$ cat src/rtl/fp_pkg.sv
// Shared types for the F-PM microstep sequencer: state encoding, opcode
// constants and opcode classification helpers.
package fp_pkg;

  typedef enum logic [3:0] {
    S_IDLE,
    S_CLR,
    S_F2,
    S_F4,
    S_F5,
    S_F6,
    S_F7,
    S_F8,
    S_F9,
    S_F10,
    S_F13,
    S_DONE
  } fp_state_e;

  // Arithmetic opcodes as carried on ir[7:9] (ir[7] is the MSB).
  localparam logic [2:0] AD = 3'b000;
  localparam logic [2:0] SD = 3'b001;
  localparam logic [2:0] MW = 3'b010;
  localparam logic [2:0] DW = 3'b011;
  localparam logic [2:0] AF = 3'b100;
  localparam logic [2:0] SF = 3'b101;
  localparam logic [2:0] MF = 3'b110;
  localparam logic [2:0] DF = 3'b111;

  // Floating-point ops occupy the upper half of the opcode space.
  function automatic logic is_float(input logic [2:0] op);
    return op[2];
  endfunction

  // Add/subtract (fixed or float) have the middle opcode bit clear.
  function automatic logic is_addsub(input logic [2:0] op);
    return ~op[1];
  endfunction

endpackage

$ cat src/rtl/fp_seq_if.sv
// Bundle between CPU control / F-PM and the microstep sequencer.
//
// Handshake: fstart is a one-cycle request, accepted only while busy=0 and
// (pufa|nrf)=1; a request seen while busy=1 is dropped, never queued. Once
// accepted, busy stays high until the cycle that carries the one-cycle fend
// pulse (inclusive). ir/pufa/nrf only need to be valid up to and including
// the CLR cycle (the cycle with _0_f=1); fic/nz/wt/ws are sampled in the
// strob2_fp cycle of the state that consumes them.
interface fp_seq_if;
  import fp_pkg::*;

  logic       fstart;
  logic       pufa;
  logic       nrf;
  logic [7:9] ir;
  logic       fic;
  logic       nz;
  logic       wt;
  logic       ws;

  logic       _0_f;
  logic       f2_;
  logic       f4_;
  logic       f5_;
  logic       f6_;
  logic       f7_;
  logic       f8_;
  logic       f10_;
  logic       f9;
  logic       f13;
  logic       strob_fp;
  logic       strob2_fp;
  logic       busy;
  logic       fend;
  logic       ferr;
  fp_state_e  state;

  modport master (
    output fstart, pufa, nrf, ir, fic, nz, wt, ws,
    input  _0_f, f2_, f4_, f5_, f6_, f7_, f8_, f10_, f9, f13,
    input  strob_fp, strob2_fp, busy, fend, ferr, state
  );

  modport slave (
    input  fstart, pufa, nrf, ir, fic, nz, wt, ws,
    output _0_f, f2_, f4_, f5_, f6_, f7_, f8_, f10_, f9, f13,
    output strob_fp, strob2_fp, busy, fend, ferr, state
  );

endinterface

$ cat src/rtl/fp_phase.sv
// A/B strobe phase generator. restart starts a fresh A phase on the next
// cycle; while run is high the strobes alternate A,B,A,B...; otherwise both
// strobes are idle. Both strobes are registered and never overlap.
module fp_phase (
  input  logic clk,
  input  logic clr,
  input  logic run,
  input  logic restart,
  output logic strob_fp,
  output logic strob2_fp,
  output logic phase_b
);

  // Phase register: A -> B -> A while running, forced to A on restart.
  always_ff @(posedge clk) begin
    if (clr) begin
      strob_fp  <= 1'b0;
      strob2_fp <= 1'b0;
    end else if (restart) begin
      strob_fp  <= 1'b1;
      strob2_fp <= 1'b0;
    end else if (run) begin
      strob_fp  <= strob2_fp;
      strob2_fp <= ~strob2_fp;
    end else begin
      strob_fp  <= 1'b0;
      strob2_fp <= 1'b0;
    end
  end

  // Phase B is exactly the cycle carrying the second strobe.
  assign phase_b = strob2_fp;

endmodule

$ cat src/rtl/fp_seq.sv
// F-PM microstep sequencer. Walks the F2..F13 microstates for the latched
// opcode, one A/B strobe pair per state visit, and reports completion with
// a one-cycle fend pulse. All outputs are registered.
module fp_seq
  import fp_pkg::*;
#(
  parameter int LOOP_MAX = 63
) (
  input logic       __clk,
  input logic       clr,
  fp_seq_if.slave   bus
);

  fp_state_e  state;
  fp_state_e  nxt;
  logic [3:0] op;          // {nrf, ir} captured in CLR
  logic       end_flag;    // set once F10 has been visited
  logic [5:0] loop_cnt;
  logic [6:0] cnt_inc;
  logic       cap_hit;
  logic       cap_exit;
  logic       in_f;
  logic       strob_a;
  logic       strob_b;
  logic       phase_b;
  logic       run;
  logic       restart;

  wire        op_nrf  = op[3];
  wire [2:0]  op_code = op[2:0];

  assign in_f    = state inside {S_F2, S_F4, S_F5, S_F6, S_F7, S_F8, S_F9, S_F10, S_F13};
  // The phase pair stops after F13 phase B so DONE carries no strobe.
  assign run     = in_f & ~((state == S_F13) & phase_b);
  assign restart = (state == S_CLR);

  fp_phase u_phase (
    .clk       (__clk),
    .clr       (clr),
    .run       (run),
    .restart   (restart),
    .strob_fp  (strob_a),
    .strob2_fp (strob_b),
    .phase_b   (phase_b)
  );

  assign bus.strob_fp  = strob_a;
  assign bus.strob2_fp = strob_b;
  assign bus.state     = state;

  // Next-state decision; F states only move on in phase B.
  always_comb begin
    cnt_inc  = {1'b0, loop_cnt} + 7'd1;
    cap_hit  = (cnt_inc == 7'(LOOP_MAX));
    cap_exit = 1'b0;
    nxt      = state;
    case (state)
      S_IDLE: if (bus.fstart && (bus.pufa || bus.nrf)) nxt = S_CLR;
      S_CLR:  nxt = S_F2;
      S_F2:   if (phase_b) nxt = op_nrf ? S_F6 : S_F4;
      S_F4: begin
        if (phase_b) begin
          if (is_addsub(op_code) && is_float(op_code)) nxt = S_F5;
          else if (is_addsub(op_code))                 nxt = S_F7;
          else                                         nxt = S_F8;
        end
      end
      S_F5:   if (phase_b) nxt = bus.wt ? S_F13 : S_F8;
      S_F8: begin
        if (phase_b && (bus.fic || cap_hit)) begin
          cap_exit = cap_hit;
          if (op_code == DW || op_code == DF) nxt = S_F9;
          else if (op_code == MW)             nxt = S_F13;
          else                                nxt = S_F6;
        end
      end
      S_F9:   if (phase_b) nxt = (op_code == DW) ? S_F13 : S_F6;
      S_F6: begin
        if (phase_b && (!bus.nz || cap_hit)) begin
          cap_exit = cap_hit;
          nxt      = S_F7;
        end
      end
      S_F7: begin
        if (phase_b) begin
          if (!op_nrf && is_float(op_code) && bus.ws && !end_flag) nxt = S_F10;
          else                                                     nxt = S_F13;
        end
      end
      S_F10:  if (phase_b) nxt = S_F6;
      S_F13:  if (phase_b) nxt = S_DONE;
      S_DONE: nxt = S_IDLE;
      default: nxt = S_IDLE;
    endcase
  end

  // Sequencer state, registered state lines and status flags.
  always_ff @(posedge __clk) begin
    if (clr) begin
      state    <= S_IDLE;
      op       <= 4'd0;
      end_flag <= 1'b0;
      loop_cnt <= 6'd0;
      bus._0_f <= 1'b0;
      bus.busy <= 1'b0;
      bus.fend <= 1'b0;
      bus.ferr <= 1'b0;
      bus.f2_  <= 1'b1;
      bus.f4_  <= 1'b1;
      bus.f5_  <= 1'b1;
      bus.f6_  <= 1'b1;
      bus.f7_  <= 1'b1;
      bus.f8_  <= 1'b1;
      bus.f10_ <= 1'b1;
      bus.f9   <= 1'b0;
      bus.f13  <= 1'b0;
    end else begin
      state    <= nxt;
      bus._0_f <= (nxt == S_CLR);
      bus.busy <= (nxt != S_IDLE);
      bus.fend <= (nxt == S_DONE);
      bus.f2_  <= (nxt != S_F2);
      bus.f4_  <= (nxt != S_F4);
      bus.f5_  <= (nxt != S_F5);
      bus.f6_  <= (nxt != S_F6);
      bus.f7_  <= (nxt != S_F7);
      bus.f8_  <= (nxt != S_F8);
      bus.f10_ <= (nxt != S_F10);
      bus.f9   <= (nxt == S_F9);
      bus.f13  <= (nxt == S_F13);

      if (state == S_CLR) op <= {bus.nrf, bus.ir};

      if (nxt == S_CLR) begin
        bus.ferr <= 1'b0;
        end_flag <= 1'b0;
      end else begin
        if (cap_exit) bus.ferr <= 1'b1;
        if (state == S_F10) end_flag <= 1'b1;
      end

      // Counter restarts on loop entry and counts completed iterations.
      if ((nxt == S_F6 || nxt == S_F8) && nxt != state)
        loop_cnt <= 6'd0;
      else if (phase_b && (state == S_F6 || state == S_F8) && nxt == state)
        loop_cnt <= cnt_inc[5:0];
    end
  end

endmodule

$ cat src/flat_wrapper.sv
// flat-port wrapper written by rule: the top's interface ports become plain ports
module fp_seq_flat import fp_pkg::*;
#(
  parameter int LOOP_MAX = 63
)
  (__clk, clr, bus_fstart, bus_pufa, bus_nrf, bus_ir, bus_fic, bus_nz, bus_wt, bus_ws, bus__0_f, bus_f2_, bus_f4_, bus_f5_, bus_f6_, bus_f7_, bus_f8_, bus_f10_, bus_f9, bus_f13, bus_strob_fp, bus_strob2_fp, bus_busy, bus_fend, bus_ferr, bus_state);
  fp_seq_if bus_i ();
  input logic __clk;
  input logic clr;
  input wire logic [$bits(bus_i.fstart)-1:0] bus_fstart;
  input wire logic [$bits(bus_i.pufa)-1:0] bus_pufa;
  input wire logic [$bits(bus_i.nrf)-1:0] bus_nrf;
  input wire logic [$bits(bus_i.ir)-1:0] bus_ir;
  input wire logic [$bits(bus_i.fic)-1:0] bus_fic;
  input wire logic [$bits(bus_i.nz)-1:0] bus_nz;
  input wire logic [$bits(bus_i.wt)-1:0] bus_wt;
  input wire logic [$bits(bus_i.ws)-1:0] bus_ws;
  output wire logic [$bits(bus_i._0_f)-1:0] bus__0_f;
  output wire logic [$bits(bus_i.f2_)-1:0] bus_f2_;
  output wire logic [$bits(bus_i.f4_)-1:0] bus_f4_;
  output wire logic [$bits(bus_i.f5_)-1:0] bus_f5_;
  output wire logic [$bits(bus_i.f6_)-1:0] bus_f6_;
  output wire logic [$bits(bus_i.f7_)-1:0] bus_f7_;
  output wire logic [$bits(bus_i.f8_)-1:0] bus_f8_;
  output wire logic [$bits(bus_i.f10_)-1:0] bus_f10_;
  output wire logic [$bits(bus_i.f9)-1:0] bus_f9;
  output wire logic [$bits(bus_i.f13)-1:0] bus_f13;
  output wire logic [$bits(bus_i.strob_fp)-1:0] bus_strob_fp;
  output wire logic [$bits(bus_i.strob2_fp)-1:0] bus_strob2_fp;
  output wire logic [$bits(bus_i.busy)-1:0] bus_busy;
  output wire logic [$bits(bus_i.fend)-1:0] bus_fend;
  output wire logic [$bits(bus_i.ferr)-1:0] bus_ferr;
  output wire logic [$bits(bus_i.state)-1:0] bus_state;
  assign bus_i.fstart = bus_fstart;
  assign bus_i.pufa = bus_pufa;
  assign bus_i.nrf = bus_nrf;
  assign bus_i.ir = bus_ir;
  assign bus_i.fic = bus_fic;
  assign bus_i.nz = bus_nz;
  assign bus_i.wt = bus_wt;
  assign bus_i.ws = bus_ws;
  assign bus__0_f = bus_i._0_f;
  assign bus_f2_ = bus_i.f2_;
  assign bus_f4_ = bus_i.f4_;
  assign bus_f5_ = bus_i.f5_;
  assign bus_f6_ = bus_i.f6_;
  assign bus_f7_ = bus_i.f7_;
  assign bus_f8_ = bus_i.f8_;
  assign bus_f10_ = bus_i.f10_;
  assign bus_f9 = bus_i.f9;
  assign bus_f13 = bus_i.f13;
  assign bus_strob_fp = bus_i.strob_fp;
  assign bus_strob2_fp = bus_i.strob2_fp;
  assign bus_busy = bus_i.busy;
  assign bus_fend = bus_i.fend;
  assign bus_ferr = bus_i.ferr;
  assign bus_state = bus_i.state;
  fp_seq #(.LOOP_MAX(LOOP_MAX)) u_core (.__clk(__clk), .clr(clr), .bus(bus_i));
endmodule
$ cat config.mk
export PLATFORM = sky130hd
export DESIGN_NAME = fp_seq_flat
export DESIGN_NICKNAME = d
export VERILOG_FILES = /design/src/rtl/fp_pkg.sv /design/src/rtl/fp_seq_if.sv /design/src/rtl/fp_phase.sv /design/src/rtl/fp_seq.sv /design/src/flat_wrapper.sv
export SDC_FILE = /design/constraint.sdc
export NUM_CORES = 1
export LEC_CHECK = 0
export ABC_AREA = 1
export ABC_CLOCK_PERIOD_IN_PS = 4700
export BUFFER_PORTS_ARGS = -buffer_cell sky130_fd_sc_hd__buf_2
export CORE_UTILIZATION = 49
export CTS_BUF_LIST = sky130_fd_sc_hd__clkbuf_16
export DETAILED_ROUTE_END_ITERATION = 16
export PLACE_DENSITY = 0.72
export SYNTH_ARGS = -nofsm -noshare
export SYNTH_HDL_FRONTEND = slang
export SYNTH_SLANG_ARGS = --single-unit
$ cat constraint.sdc
create_clock -name __clk -period 4.7 [get_ports __clk]
set_input_delay 0.94 -clock __clk [delete_from_list [all_inputs] [get_ports __clk]]
set_output_delay 0.94 -clock __clk [all_outputs]
set_load 0.005 [all_outputs]
==> results of run 1 <==
==> synthesized netlist by cell type <==
| cell | count |
|---|---|
| sky130_fd_sc_hd__nand2_2 | 10 |
| sky130_fd_sc_hd__nand2_1 | 49 |
| sky130_fd_sc_hd__nor3_2 | 1 |
| sky130_fd_sc_hd__nor2_8 | 1 |
| sky130_fd_sc_hd__o2111ai_1 | 1 |
| sky130_fd_sc_hd__o221ai_1 | 1 |
| sky130_fd_sc_hd__o211ai_1 | 1 |
| sky130_fd_sc_hd__clkbuf_1 | 1 |
| sky130_fd_sc_hd__dfxtp_1 | 30 |
| sky130_fd_sc_hd__a21oi_1 | 13 |
| sky130_fd_sc_hd__inv_2 | 5 |
| sky130_fd_sc_hd__nand3_2 | 3 |
| sky130_fd_sc_hd__xnor2_1 | 1 |
| sky130_fd_sc_hd__nand4_1 | 8 |
| sky130_fd_sc_hd__nand2_4 | 4 |
| sky130_fd_sc_hd__buf_2 | 1 |
| sky130_fd_sc_hd__inv_1 | 27 |
| sky130_fd_sc_hd__nor2_1 | 35 |
| sky130_fd_sc_hd__o21ai_0 | 11 |
| sky130_fd_sc_hd__nor2_2 | 1 |
| sky130_fd_sc_hd__nand3b_1 | 1 |
| sky130_fd_sc_hd__nand3_1 | 19 |
| sky130_fd_sc_hd__nor3_1 | 6 |
| sky130_fd_sc_hd__buf_1 | 1 |
| sky130_fd_sc_hd__nor4_1 | 2 |
| sky130_fd_sc_hd__a21oi_2 | 6 |
| sky130_fd_sc_hd__ha_1 | 2 |
==> flip-flops by register name, summed over array words and instances, names as in the netlist <==
name and flops:
u_core.bus.f7_ 1, u_core.bus.state 4, u_core.bus.f6_ 1, u_core.bus.fend 1, u_core.bus.f2_ 1, u_core.bus.f13 1, u_core.bus.f9 1, u_core.bus.f5_ 1
u_core.bus.f10_ 1, u_core.loop_cnt 6, u_core.bus._0_f 1, u_core.bus.busy 1, u_core.bus.f8_ 1, u_core.end_flag 1, u_core.op 4, u_core.bus.f4_ 1
u_core.u_phase.strob_fp 1, u_core.u_phase.phase_b 1, u_core.bus.ferr 1
==> power groups by stage <==
stage | clock [mW] | combinational, mW | sequential (mW)
after detailed placement | 0 | 0.0816 | 0.278
after global routing | 0.319 | 0.0935 | 0.275
after global placement | 0 | 0.0812 | 0.278
final | 0.303 | 0.0823 | 0.273
after floorplan | 0 | 0.0624 | 0.274
after CTS | 0.308 | 0.0822 | 0.273
==> area by class of cell <==
cell class / count / area share
clock buffers: 5 / 0.0631
clock inverters: 3 / 0.00820
inverters: 32 / 0.0606
multi-input cells: 176 / 0.462
flip-flops and latches: 30 / 0.303
well taps: 44 / 0.0278
repair buffers: 30 / 0.0757
==> logic make-up (layout without fill, tap and decap cells) <==
kind of cell / Yosys count / in the layout / synth area share
flops: 30 / 30 / 0.364
xor+xnor: 1 / 1 / 0.00531
compound gates: 33 / 33 / 0.120
fa+ha+maj: 2 / 2 / 0.0152
simple gates: 140 / 140 / 0.415
buf+inv: 35 / 70 / 0.0804
==> metrics by stage <==
step / power (mW) / hold slack, ns / std cells / util / setup slack [ns]
4_1_cts: 0.663 / 0.469 / 320 / 0.634 / 1.96
5_1_grt: 0.687 / 0.510 / 320 / 0.634 / 1.51
2_1_floorplan: 0.337 / 0.444 / 241 / - / 2.44
6_report: 0.658 / 0.463 / 320 / 0.634 / 1.93
3_3_place_gp: 0.359 / 0.445 / 312 / 0.589 / 2.08
3_5_place_dp: 0.359 / 0.456 / 312 / 0.589 / 1.97
==> per-layer routing <==
layer  global-route usage  wire [um]
met2                0.411       1840
met1                0.299       1750
met3               0.0693        197
met4                0.113         98
met5                    0          0
==> critical path, stage by stage, from the launching register on <==
cell	delay (ns)
sky130_fd_sc_hd__dfxtp_1	0.73
sky130_fd_sc_hd__inv_1	0.30
sky130_fd_sc_hd__nor3_1	0.35
sky130_fd_sc_hd__nor2_1	0.10
sky130_fd_sc_hd__o21ai_0	0.18
sky130_fd_sc_hd__nand3_1	0.11
sky130_fd_sc_hd__nor2_2	0.16
sky130_fd_sc_hd__nand2_4	0.10
sky130_fd_sc_hd__inv_2	0.08
sky130_fd_sc_hd__nand2_1	0.06
sky130_fd_sc_hd__nand2_2	0.14
sky130_fd_sc_hd__nand3_2	0.17
sky130_fd_sc_hd__nand2_1	0.12
sky130_fd_sc_hd__a21oi_2	0.05
==> worst min path at each step <==
stage / from / end / depth (start not counted)
after floorplan: u_core.op[0] / u_core.op[0] / 2
after global routing: u_core.bus.ferr / u_core.bus.ferr / 2
after detailed placement: u_core.bus.ferr / u_core.bus.ferr / 2
after CTS: u_core.bus.ferr / u_core.bus.ferr / 2
final: u_core.bus.ferr / u_core.bus.ferr / 2
after global placement: u_core.bus.ferr / u_core.bus.ferr / 2
==> results.md, run 1 <==
- The flow ran to the end, and the final reports show no timing, DRC or antenna violations.
- The clock transition at the register clock pins on the worst setup and hold paths after CTS is 0.05 ns.
- The destination of the worst register-to-register timing path is u_core.loop_cnt[4].
- After detailed routing, the total wire length is 3890 um.
- The fraction of final layout cells sized beyond drive strength 1 is 0.246.
- The tree is rooted in a sky130_fd_sc_hd__clkbuf_16.
- The initial antenna violation count is 0.
- Of the total power, combinational logic draws 0.125.
- After routing the design area is 1980 um2.
- The buffer depth of the longest clock path is 2.
- Static timing analysis puts the maximum clock frequency at 361 MHz.
- The critical register-to-register path startpoint is u_core.u_phase.phase_b.
- The critical path endpoint category is a flip-flop.
- The synthesized netlist occupies a cell area of 1650 um2.
- Measured along the x axis, the die boundary spans 60.0 um.
- The normalized max-slew margin is 0.566.
- The global placement routability congestion is 0.954.
- At the pin with the least slew margin, the transition time is 0.650 ns.
- Internal power comes to 484 uW.
- The analysis attributes to cell leakage a power of 0.861 nW.
- Measured in cells, the most critical reg-to-reg path has a length of 13.
- In this run the standard cell core region covers 3130 um2.
- The initial utilization of the core area, before any placement, comes to 0.527.
- Summed over all nets, the switching power comes to 174 uW.
- The first routing iteration left 86 violations.
- The most common cell after layout, fill and taps aside is sky130_fd_sc_hd__nand2_1.
- After synthesis, the netlist uses 27 different library cells.
- The floorplan has 20 rows.
- The library cells used most frequently in the layout, excluding fill and tap cells, are sky130_fd_sc_hd__nand2_1 (49), sky130_fd_sc_hd__nor2_1 (35), sky130_fd_sc_hd__buf_2 (30), sky130_fd_sc_hd__dfxtp_1 (30), sky130_fd_sc_hd__inv_1 (27).
- STA classifies the critical path startpoint as a flip-flop.
- The required time reported for the critical path endpoint is 4.86 ns.
- The final-stage net count is 289.
- Of all cell types, the one taking the most synthesized area is sky130_fd_sc_hd__dfxtp_1.
- Compared with the post-synthesis result, the final layout area differs by 20.3%.
- The last element of the critical path is u_core.loop_cnt[4].
- The pin count of the biggest net entering global routing is 22.
- The die height is 60.0 um.
- For the final database, setup skew stands at 0.00465 ns.
- The CTS sink count is 30.
- After detailed routing, the number of vias per cell comes to 5.07.
- Setup repair after global routing left no endpoint under its margin.
- The sum of net half-perimeters after detailed placement is 2910 um.
- During synthesis, Yosys emitted a total of 0 warnings.
- The largest vdd supply drop is 0.000194 V.
- Of the post-synthesis cell area, the dominant cell type holds 0.364.
- The average size of a mapped cell is 6.84 um2.
- The number of antenna diodes in the final layout is 0.
- In this run the power density over the cells is 332 nW/um2.
- Of the synthesized area, sequential elements account for 0.364.
- The count of buffers added on input and output ports is 30.
- The number of global-route vias before repair came to 1,464.
- The H-tree depth is 2.
- The number of nets handed over by synthesis was 255.
- The switching share of total power is 0.265.
- The global-route usage over all layers is 0.249.
- Buffers added to address setup during post-CTS repair amount to 0.
- The total overflow left after global routing is 0.
- After detailed routing, the number of remaining DRC violations is 0.
- The via count is 1,621.
- The number of hold buffers added after cts is 0.
- The setup check on the worst reg-to-reg path leaves a slack of 1.93 ns.
- The number of resized instances in the post-cts repair step is 0.
- The total iterations of the first detailed-routing run is 4.
- Counting the fill cells in the layout gives 296.
- The share of total power dissipated in the clock network is 0.460.
- TritonCTS built the clock tree.
- For the final routed database, the setup TNS stands at 0 ns.
- The start point of the critical path is u_core.u_phase.phase_b.
- The average wire length per cell after detail routing is 12.2 um.
- The post-route clock period utilization is 0.589.
- The placed instances occupy a cell area of 1840 um2.
- The die area is 3600 um2.
- Summing all multi-input logic gate instances after layout gives 916 um2.
- The gate count of the mapped netlist is 241.
- Counting the buffers created by CTS gives 5.
- The count of boundary I/O pins is 31.
- The time the final worst path needs with I/O delays and setup is 2.77 ns.
- At the worst endpoint, the arrival time is 2.93 ns.
- The largest fanout of any net on the critical path is 21.
- The relative contribution of sequential cells to total power is 0.415.
- The worst setup path is of the reg -> reg kind.
- The path class of the tightest hold or removal check is reg -> reg.
- Setup violations remaining at the end of the flow were counted as 0.
- The post-synthesis sequential element count is 30.
- The max-slew violation count came to 0.
- The clock latency reported for the late side of the worst-skew pair is 0.28 ns.
- By area the synthesized netlist is led by sky130_fd_sc_hd__dfxtp_1 (36%), sky130_fd_sc_hd__nand2_1 (11%), sky130_fd_sc_hd__nor2_1 (8.0%).
- The tool flagged a number of max-cap violations equal to 0.
- The final-report hold violation count is 0.
- The first global-routing pass estimated 6540 um of wire.
- Across the whole layout, storage elements account for 601 um2.
- The antenna violation net count after detailed routing is 0.
(Power assumes the default switching activity.)
==> run 2, diff against run 1 <==
--- a/config.mk
+++ b/config.mk
@@ -5,8 +5,8 @@
 export SDC_FILE = /design/constraint.sdc
 export NUM_CORES = 1
 export LEC_CHECK = 0
-export ABC_AREA = 1
-export ABC_CLOCK_PERIOD_IN_PS = 4700
+export ABC_AREA = 0
+export ABC_CLOCK_PERIOD_IN_PS = 2600
 export BUFFER_PORTS_ARGS = -buffer_cell sky130_fd_sc_hd__buf_2
 export CORE_UTILIZATION = 49
 export CTS_BUF_LIST = sky130_fd_sc_hd__clkbuf_16
==> constraint.sdc (replaced) <==
create_clock -name __clk -period 2.6 [get_ports __clk]
set_input_delay 0.52 -clock __clk [delete_from_list [all_inputs] [get_ports __clk]]
set_output_delay 0.52 -clock __clk [all_outputs]
set_load 0.005 [all_outputs]
==> run 2 against run 1 <==
Clock skew is 0.00098 ns higher. Register-to-register slack worse by 1.8 ns. Die area is 0.37% higher. First-iteration DRC count is 49% lower. Core utilization is 1.4 points higher. Largest power group unchanged. Final cell count is 15% lower. Highest routed layer unchanged. Count of clock-buffer cells in the layout stayed put. Sequential cell count stayed put.
==> results.md, run 2 <==
- The worst setup path is launched from a flip-flop.
- The sequential area share after synthesis is 0.363.
- The overall overflow remaining after global route is 0.
- The number of global-route vias before repair was 1,375.
- Yosys printed 0 warnings.
- The area of the core region is 3130 um2.
- The register with the most flip-flops in the layout has 6 of them.
- Of the post-synthesis cell area, the dominant cell type holds 0.363.
- The final wirelength is 3920 um.
- The max-slew violation count is 0.
- After routing, the total negative slack on setup checks comes to 0 ns.
- During I/O placement, the number of pins put on the boundary was 31.
- The count of maximum capacitance violations is 0.
- The count of endpoints failing setup in the final report is 0.
- The maximum cell stage delay along the critical path is 0.61 ns.
- STA puts the critical path data required time at 2.81 ns.
- The CTS sink count is 30.
- Measured along the x axis, the die boundary spans 60.1 um.
- Summing internal, switching and leakage power gives 1.19 mW.
- Among all flip-flop cells after synthesis, the most frequent one is sky130_fd_sc_hd__dfxtp_1.
- Summed over all cells, the static leakage comes to 0.803 nW.
- Counting I/O delays and the setup requirement, the final critical path takes 2.50 ns.
- Hold repair after CTS inserted 0 buffers.
- The run finished with clean final reports.
- Timing would allow up to 400 MHz.
- The pin count of the biggest net entering global routing is 18.
- In the finished design, the share of the clock period the worst path needs comes to 0.962.
- The register containing the most flip-flops in the final layout is u_core.loop_cnt.
- The clock latency reported for the late side of the worst-skew pair is 0.28 ns.
- The via count is 1,566.
- The clock passes through at most 2 buffers.
- The post-synthesis sequential element count is 30.
- In the final layout, the registers with the most flip-flops are u_core.loop_cnt (6), u_core.bus.state (4), u_core.op (4).
- From synthesis to final layout, the design area changed by 22.4%.
- TritonCTS built the clock tree.
- The gate count of the mapped netlist is 190.
- The H-tree depth is 2.
- In the final layout, the share of cells above drive strength 1 is 0.279.
- The final-stage net count is 242.
- For this configuration, the core starts out at a cell density of 0.529.
- Hold timing on the final database bottoms out at a slack of 0.487 ns.
- The port buffer count is 30.
- Setup repair after global routing left no endpoint under its margin.
- The net count after synthesis is 204.
- The sum of net half-perimeters after detailed placement is 2730 um.
- The switching share of total power is 0.250.
- By area the synthesized netlist is led by sky130_fd_sc_hd__dfxtp_1 (36%), sky130_fd_sc_hd__a21oi_1 (4.5%), sky130_fd_sc_hd__nand2_1 (4.5%).
- The class of the tightest hold or removal check is in -> reg.
- For this design the total switching power over the nets is 296 uW.
- Of the total power, combinational logic draws 0.129.
- The first global-routing pass estimated 6240 um of wire.
- Counting the buffers created by CTS gives 5.
- The non-filler instance count after layout is 273.
- The critical path endpoint category is a flip-flop.
- For this run, the total global-route usage over all layers was measured as 0.238.
- The slew at the pin closest to its max-slew limit is 0.541 ns.
- The largest vdd supply drop is 0.000304 V.
- The startpoint-to-endpoint class of the critical path is reg -> reg.
- At the end of routability-driven placement, the weighted congestion stood at 0.940.
- The clock share of power is 0.451.
- In this run, synthesis inferred 0 flip-flops with an integrated enable.
- The clock transition at the register clock pins on the worst setup and hold paths after CTS is 0.05 ns.
- The final-report hold violation count is 0.
- The distinct cell type count of the synthesized netlist is 58.
- The highest-delay cell along the critical path is sky130_fd_sc_hd__dfxtp_1.
- In the routed design, unresolved DRC markers number 0.
- Dividing the detail-routed wire length by the instance count gives 14.4 um.
- For this design the ratio of total power to cell area is 585 nW/um2.
- The normalized max-slew margin is 0.636.
- After the first detailed-routing iteration, the DRC count stood at 44.
- The initial antenna violation count is 0.
- The antenna diode count is 0.
- The library cells used most frequently in the layout, excluding fill and tap cells, are sky130_fd_sc_hd__buf_2 (30), sky130_fd_sc_hd__dfxtp_1 (30), sky130_fd_sc_hd__nand2_1 (20).
- The total iterations of the first detailed-routing run is 4.
- In this run the vertical extent of the chip is 60.1 um.
- The antenna violation net count after detailed routing is 0.
- The instance count after placement with tap cells included is 264.
- The synthesized area is 1660 um2.
- At the worst endpoint, the arrival time is 2.71 ns.
- The setup skew after layout is 0.00563 ns.
- Counting instances in the post-synthesis netlist gives the leading cell types as sky130_fd_sc_hd__dfxtp_1 (30), sky130_fd_sc_hd__nand2_1 (20), sky130_fd_sc_hd__nor2_1 (17).
- Dividing the synthesized area by the synthesized cell count gives 8.71 um2.
- The biggest area contributor in the post-synthesis netlist is sky130_fd_sc_hd__dfxtp_1.
- The async set-or-reset flop fraction in the synthesized netlist is 0.
- Walking the worst path, the cells encountered are nand4b_1, o211ai_1, o211ai_2, o31ai_4, o2111ai_2, or4_4, a21oi_2.
- The count of standard-cell rows is 20.
- The root cell of the clock tree is sky130_fd_sc_hd__clkbuf_16.
- The die area is 3610 um2.
- The average vias per placed instance is 5.74.
- The internal power component is 889 uW.
- In this run the worst path has a maximum fanout of 14.
- By instance count, the leading cell after synthesis is sky130_fd_sc_hd__dfxtp_1.
- Of the total power, registers draw 0.420.
==> run 2: cell families (layout without fill, tap and decap cells) <==
group,Yosys count,count (layout),synth area share
flip-flops,30,30,0.363
XOR/XNOR,3,3,0.0204
multiplexers,1,1,0.00605
AO/OA/AOI/OAI,48,48,0.213
adder cells (fa/ha/maj),2,2,0.0151
buffers and inverters,16,55,0.0589
AND/OR/NAND/NOR,90,90,0.323
==> run 2: critical path, delay by kind of cell, from the launching register on <==
family	cells	cell delay [ns]
AO/OA/AOI/OAI	5	1.07
AND/OR/NAND/NOR	2	0.74
flip-flops	1	0.61
==> run 2: path summary, 6_finish.rpt <==
check,endpoint,cells past startpoint,startpoint,slack [ns]
max,u_core.loop_cnt[4],7,u_core.u_phase.phase_b,0.1
min,u_core.op[3],3,bus_nrf,0.49
max reg2reg,u_core.loop_cnt[4],7,u_core.u_phase.phase_b,0.1
min reg2reg,u_core.loop_cnt[5],2,u_core.loop_cnt[5],0.51
==> run 2: power by group through the flow <==
stage / clock network (mW) / logic [mW] / registers (mW)
finish: 0.535 / 0.153 / 0.497
detailed placement: 0 / 0.149 / 0.505
floorplan: 0 / 0.105 / 0.498
CTS: 0.545 / 0.150 / 0.497
global placement: 0 / 0.146 / 0.505
global route: 0.577 / 0.167 / 0.500
==> run 2: stage by stage <==
stage | utilization | area [um2] | worst slack, ns
after floorplan | - | 1660 | 0.376
after global routing | 0.648 | 2030 | 0.000192
after detailed placement | 0.594 | 1860 | 0.149
after CTS | 0.638 | 1990 | 0.122
after global placement | 0.594 | 1860 | 0.244
final | 0.648 | 2030 | 0.0987
==> run 2: routing by layer <==
layer,wire length (um),GRT usage,vias up
met3,282,0.0823,10
met4,93,0.120,0
met2,1830,0.372,72
met5,0,0,-
met1,1710,0.287,722
li1,-,-,762
==> run 2: final cells by class <==
class                   instances  area [um2]
clock buffers                   5         125
clock inverters                 3        12.5
fillers                       262        1100
inverters                       7        26.3
multi-input cells             144         981
flip-flops and latches         30         601
well taps                      44        55.1
repair buffers                 40         225
==> run 2: timing repair <==
action,CTS,global route
gates resized for setup,0,3
buffers inserted,0,1
setup endpoints to repair,0,7
endpoints found under the hold margin,0,0
==> run 3, diff against run 2 <==
--- a/config.mk
+++ b/config.mk
@@ -12,6 +12,7 @@
 export CTS_BUF_LIST = sky130_fd_sc_hd__clkbuf_16
 export DETAILED_ROUTE_END_ITERATION = 16
 export PLACE_DENSITY = 0.72
+export SETUP_SLACK_MARGIN = 0.2
 export SYNTH_ARGS = -nofsm -noshare
 export SYNTH_HDL_FRONTEND = slang
 export SYNTH_SLANG_ARGS = --single-unit
==> run 3 against run 2 <==
Hold slack worse by 0.0021 ns. Critical path depth stayed put. Clock power is essentially flat. Via count is 2.6% higher. Global-route usage rose by 1.2 points. Sequential share of layout area is 0.71 points lower. Fmax up 5.0%. Largest cell class unchanged. Largest power group unchanged.
==> results.md, run 3 (synthesized netlist as in run 2, its figures left out) <==
- The starting DRC count in detailed routing is 71.
- The achievable frequency is 420 MHz.
- TritonCTS built the clock tree.
- The count of standard-cell rows is 20.
- Of the available clock period, the critical path in the final layout requires 0.916.
- Relative to the synthesized area, the layout overhead comes to 26.7%.
- The register-to-register setup slack is 0.22 ns.
- The total iterations of the first detailed-routing run is 4.
- The final layout contains routed wiring with a total length of 4160 um.
- The number of global-route vias before repair came to 1,435.
- The H-tree depth is 2.
- The largest vdd supply drop is 0.000314 V.
- Detailed routing inserted a total of 1,607 vias.
- The critical path is of the reg -> reg type.
- For the worst setup path, the data arrival time is 2.60 ns.
- The antenna diode count is 0.
- The normalized max-slew margin is 0.633.
- The destination of the worst register-to-register timing path is u_core.loop_cnt[5].
- Setup repair after global routing left no endpoint under its margin.
- The library cell used most frequently in the layout, excluding fill and tap cells, is sky130_fd_sc_hd__buf_2.
- The max-slew violation count is 0.
- The CTS sink count is 30.
- The initial antenna violation count came to 0.
- The area of the core region is 3130 um2.
- Across every metal layer, demand over resource in global routing totals 0.250.
- The worst hold slack across all endpoints is 0.485 ns.
- 31 I/O pins were placed.
- The power per standard cell area is 569 nW/um2.
- Of all nets on the critical path, the largest fanout is 10.
- Buffers placed on the I/O ports in this run total 30.
- In this run the horizontal extent of the chip is 60.1 um.
- In this run the vertical extent of the chip is 60.1 um.
- The die covers 3610 um2.
- The global placement routability congestion is 0.940.
- Setup violations remaining at the end of the flow were counted as 0.
- The critical register-to-register path startpoint is u_core.bus.state[1].
- The wire length of the first global-routing pass is 6530 um.
- The average wire length per cell after detail routing is 15.2 um.
- u_core.loop_cnt holds more flip-flops than any other register.
- The largest registers in the layout are u_core.loop_cnt (6), u_core.bus.state (4), u_core.op (4).
- The path with the worst hold slack has its endpoint at u_core.op[0].
- Dividing the detail-routed via count by the number of cells gives 5.86.
- The pin count of the biggest net entering global routing is 18.
- The worst hold path was traced through 3 stages.
- The number of flip-flops under the largest register name is 6.
- In the layout the commonest cells are sky130_fd_sc_hd__buf_2 (30), sky130_fd_sc_hd__dfxtp_1 (25), sky130_fd_sc_hd__nand2_1 (20).
- STA classifies the critical path startpoint as a flip-flop.
- The buffer depth of the longest clock path is 2.
- The leakage power is 0.823 nW.
- The total clock buffers created by CTS is 5.
- Summed over all layers, the global routing overflow is 0.
- The clock transition at the register clock pins on the worst setup and hold paths after CTS is 0.05 ns.
- The startpoint identified for the worst hold timing path is bus_ir[0].
- The count of fill cells added during filler insertion is 254.
- Clock latency on the worst-skew pair, taken at its later pin, is 0.28 ns.
- The setup skew after layout is 0.00572 ns.
- The run finished with clean final reports.
- The sum of negative setup slack is 0 ns.
- For the pin with the worst max-slew slack, the measured transition is 0.546 ns.
- The worst reg-to-reg path cell count is 7.
- The sum of net half-perimeters after detailed placement is 2730 um.
- The total power of the final layout is 1.19 mW.
- The required time reported for the critical path endpoint is 2.81 ns.
- The DRC violations left is 0.
- The final-stage net count is 243.
- The critical path endpoint category is a flip-flop.
- The time the final worst path needs with I/O delays and setup is 2.38 ns.
- In the final layout, the share of cells above drive strength 1 is 0.335.
- Max-cap violations in this run came to 0.
- The root cell of the clock tree is sky130_fd_sc_hd__clkbuf_16.
- For this configuration, the core starts out at a cell density of 0.529.
- The final-report hold violation count came to 0.
- The path class of the tightest hold or removal check is in -> reg.
- The antenna violation net count after detailed routing is 0.
[run 3: cell count changes in the layout (fill, tap and decap cells not counted), sizes merged]
cell  change
buf       +1
[run 3: power by group]
group / internal [mW] / total, mW / switching, mW
Clock: 0.344 / 0.535 / 0.192
Sequential: 0.477 / 0.498 / 0.0216
Combinational: 0.0715 / 0.159 / 0.0879
Total: 0.892 / 1.19 / 0.301
[run 3: worst max path at each step]
| stage | start | end | slack (ns) | cells past startpoint |
|---|---|---|---|---|
| after floorplan | u_core.loop_cnt[0] | u_core.loop_cnt[4] | 0.38 | 9 |
| after global placement | u_core.u_phase.phase_b | u_core.loop_cnt[4] | 0.24 | 7 |
| after detailed placement | u_core.loop_cnt[1] | u_core.loop_cnt[2] | 0.15 | 8 |
| after CTS | u_core.bus.state[3] | u_core.loop_cnt[2] | 0.20 | 8 |
| after global routing | u_core.bus.state[1] | u_core.loop_cnt[5] | 0.12 | 7 |
| final | u_core.bus.state[1] | u_core.loop_cnt[5] | 0.22 | 7 |
[run 3: critical path: stages (launching register included)]
cell	delay, ns
sky130_fd_sc_hd__dfxtp_1	0.50
sky130_fd_sc_hd__buf_4	0.24
sky130_fd_sc_hd__or2b_1	0.23
sky130_fd_sc_hd__nor2_1	0.14
sky130_fd_sc_hd__o31ai_4	0.25
sky130_fd_sc_hd__o2111ai_2	0.22
sky130_fd_sc_hd__or4_1	0.55
sky130_fd_sc_hd__a21oi_1	0.16
[run 3: final cells by class]
type / count / area, um2 / share of cell area
clock inverters: 3 / 12.5 / 0.00597
inverters: 7 / 26.3 / 0.0125
well taps: 44 / 55.1 / 0.0263
multi-input cells: 144 / 1030 / 0.493
clock buffers: 5 / 125 / 0.0597
flip-flops and latches: 30 / 607 / 0.289
repair buffers: 41 / 236 / 0.113
[run 3: per-layer routing]
metal  GRT usage  part of all wire  up-vias  wire, um
li1            -                 -      769         -
met1       0.304              0.43      747      1770
met2       0.397              0.47       71      1950
met3      0.0779             0.064       20       268
met4       0.120             0.040        0       167
met5           0                 0        -         0
[run 3: stage by stage]
stage / utilization / area (um2) / worst slack [ns] / instances
after global placement: 0.594 / 1860 / 0.244 / 264
after detailed placement: 0.594 / 1860 / 0.149 / 264
final: 0.670 / 2100 / 0.217 / 274
after global routing: 0.670 / 2100 / 0.122 / 274
after floorplan: - / 1660 / 0.376 / 190
after CTS: 0.653 / 2040 / 0.202 / 274
[run 3: timing repair]
item / CTS / global route
pin swaps: 1 / 5
hold buffers: 0 / 0
gates resized for setup: 7 / 11
buffers inserted: 2 / 0
endpoints found under the setup margin: 6 / 12
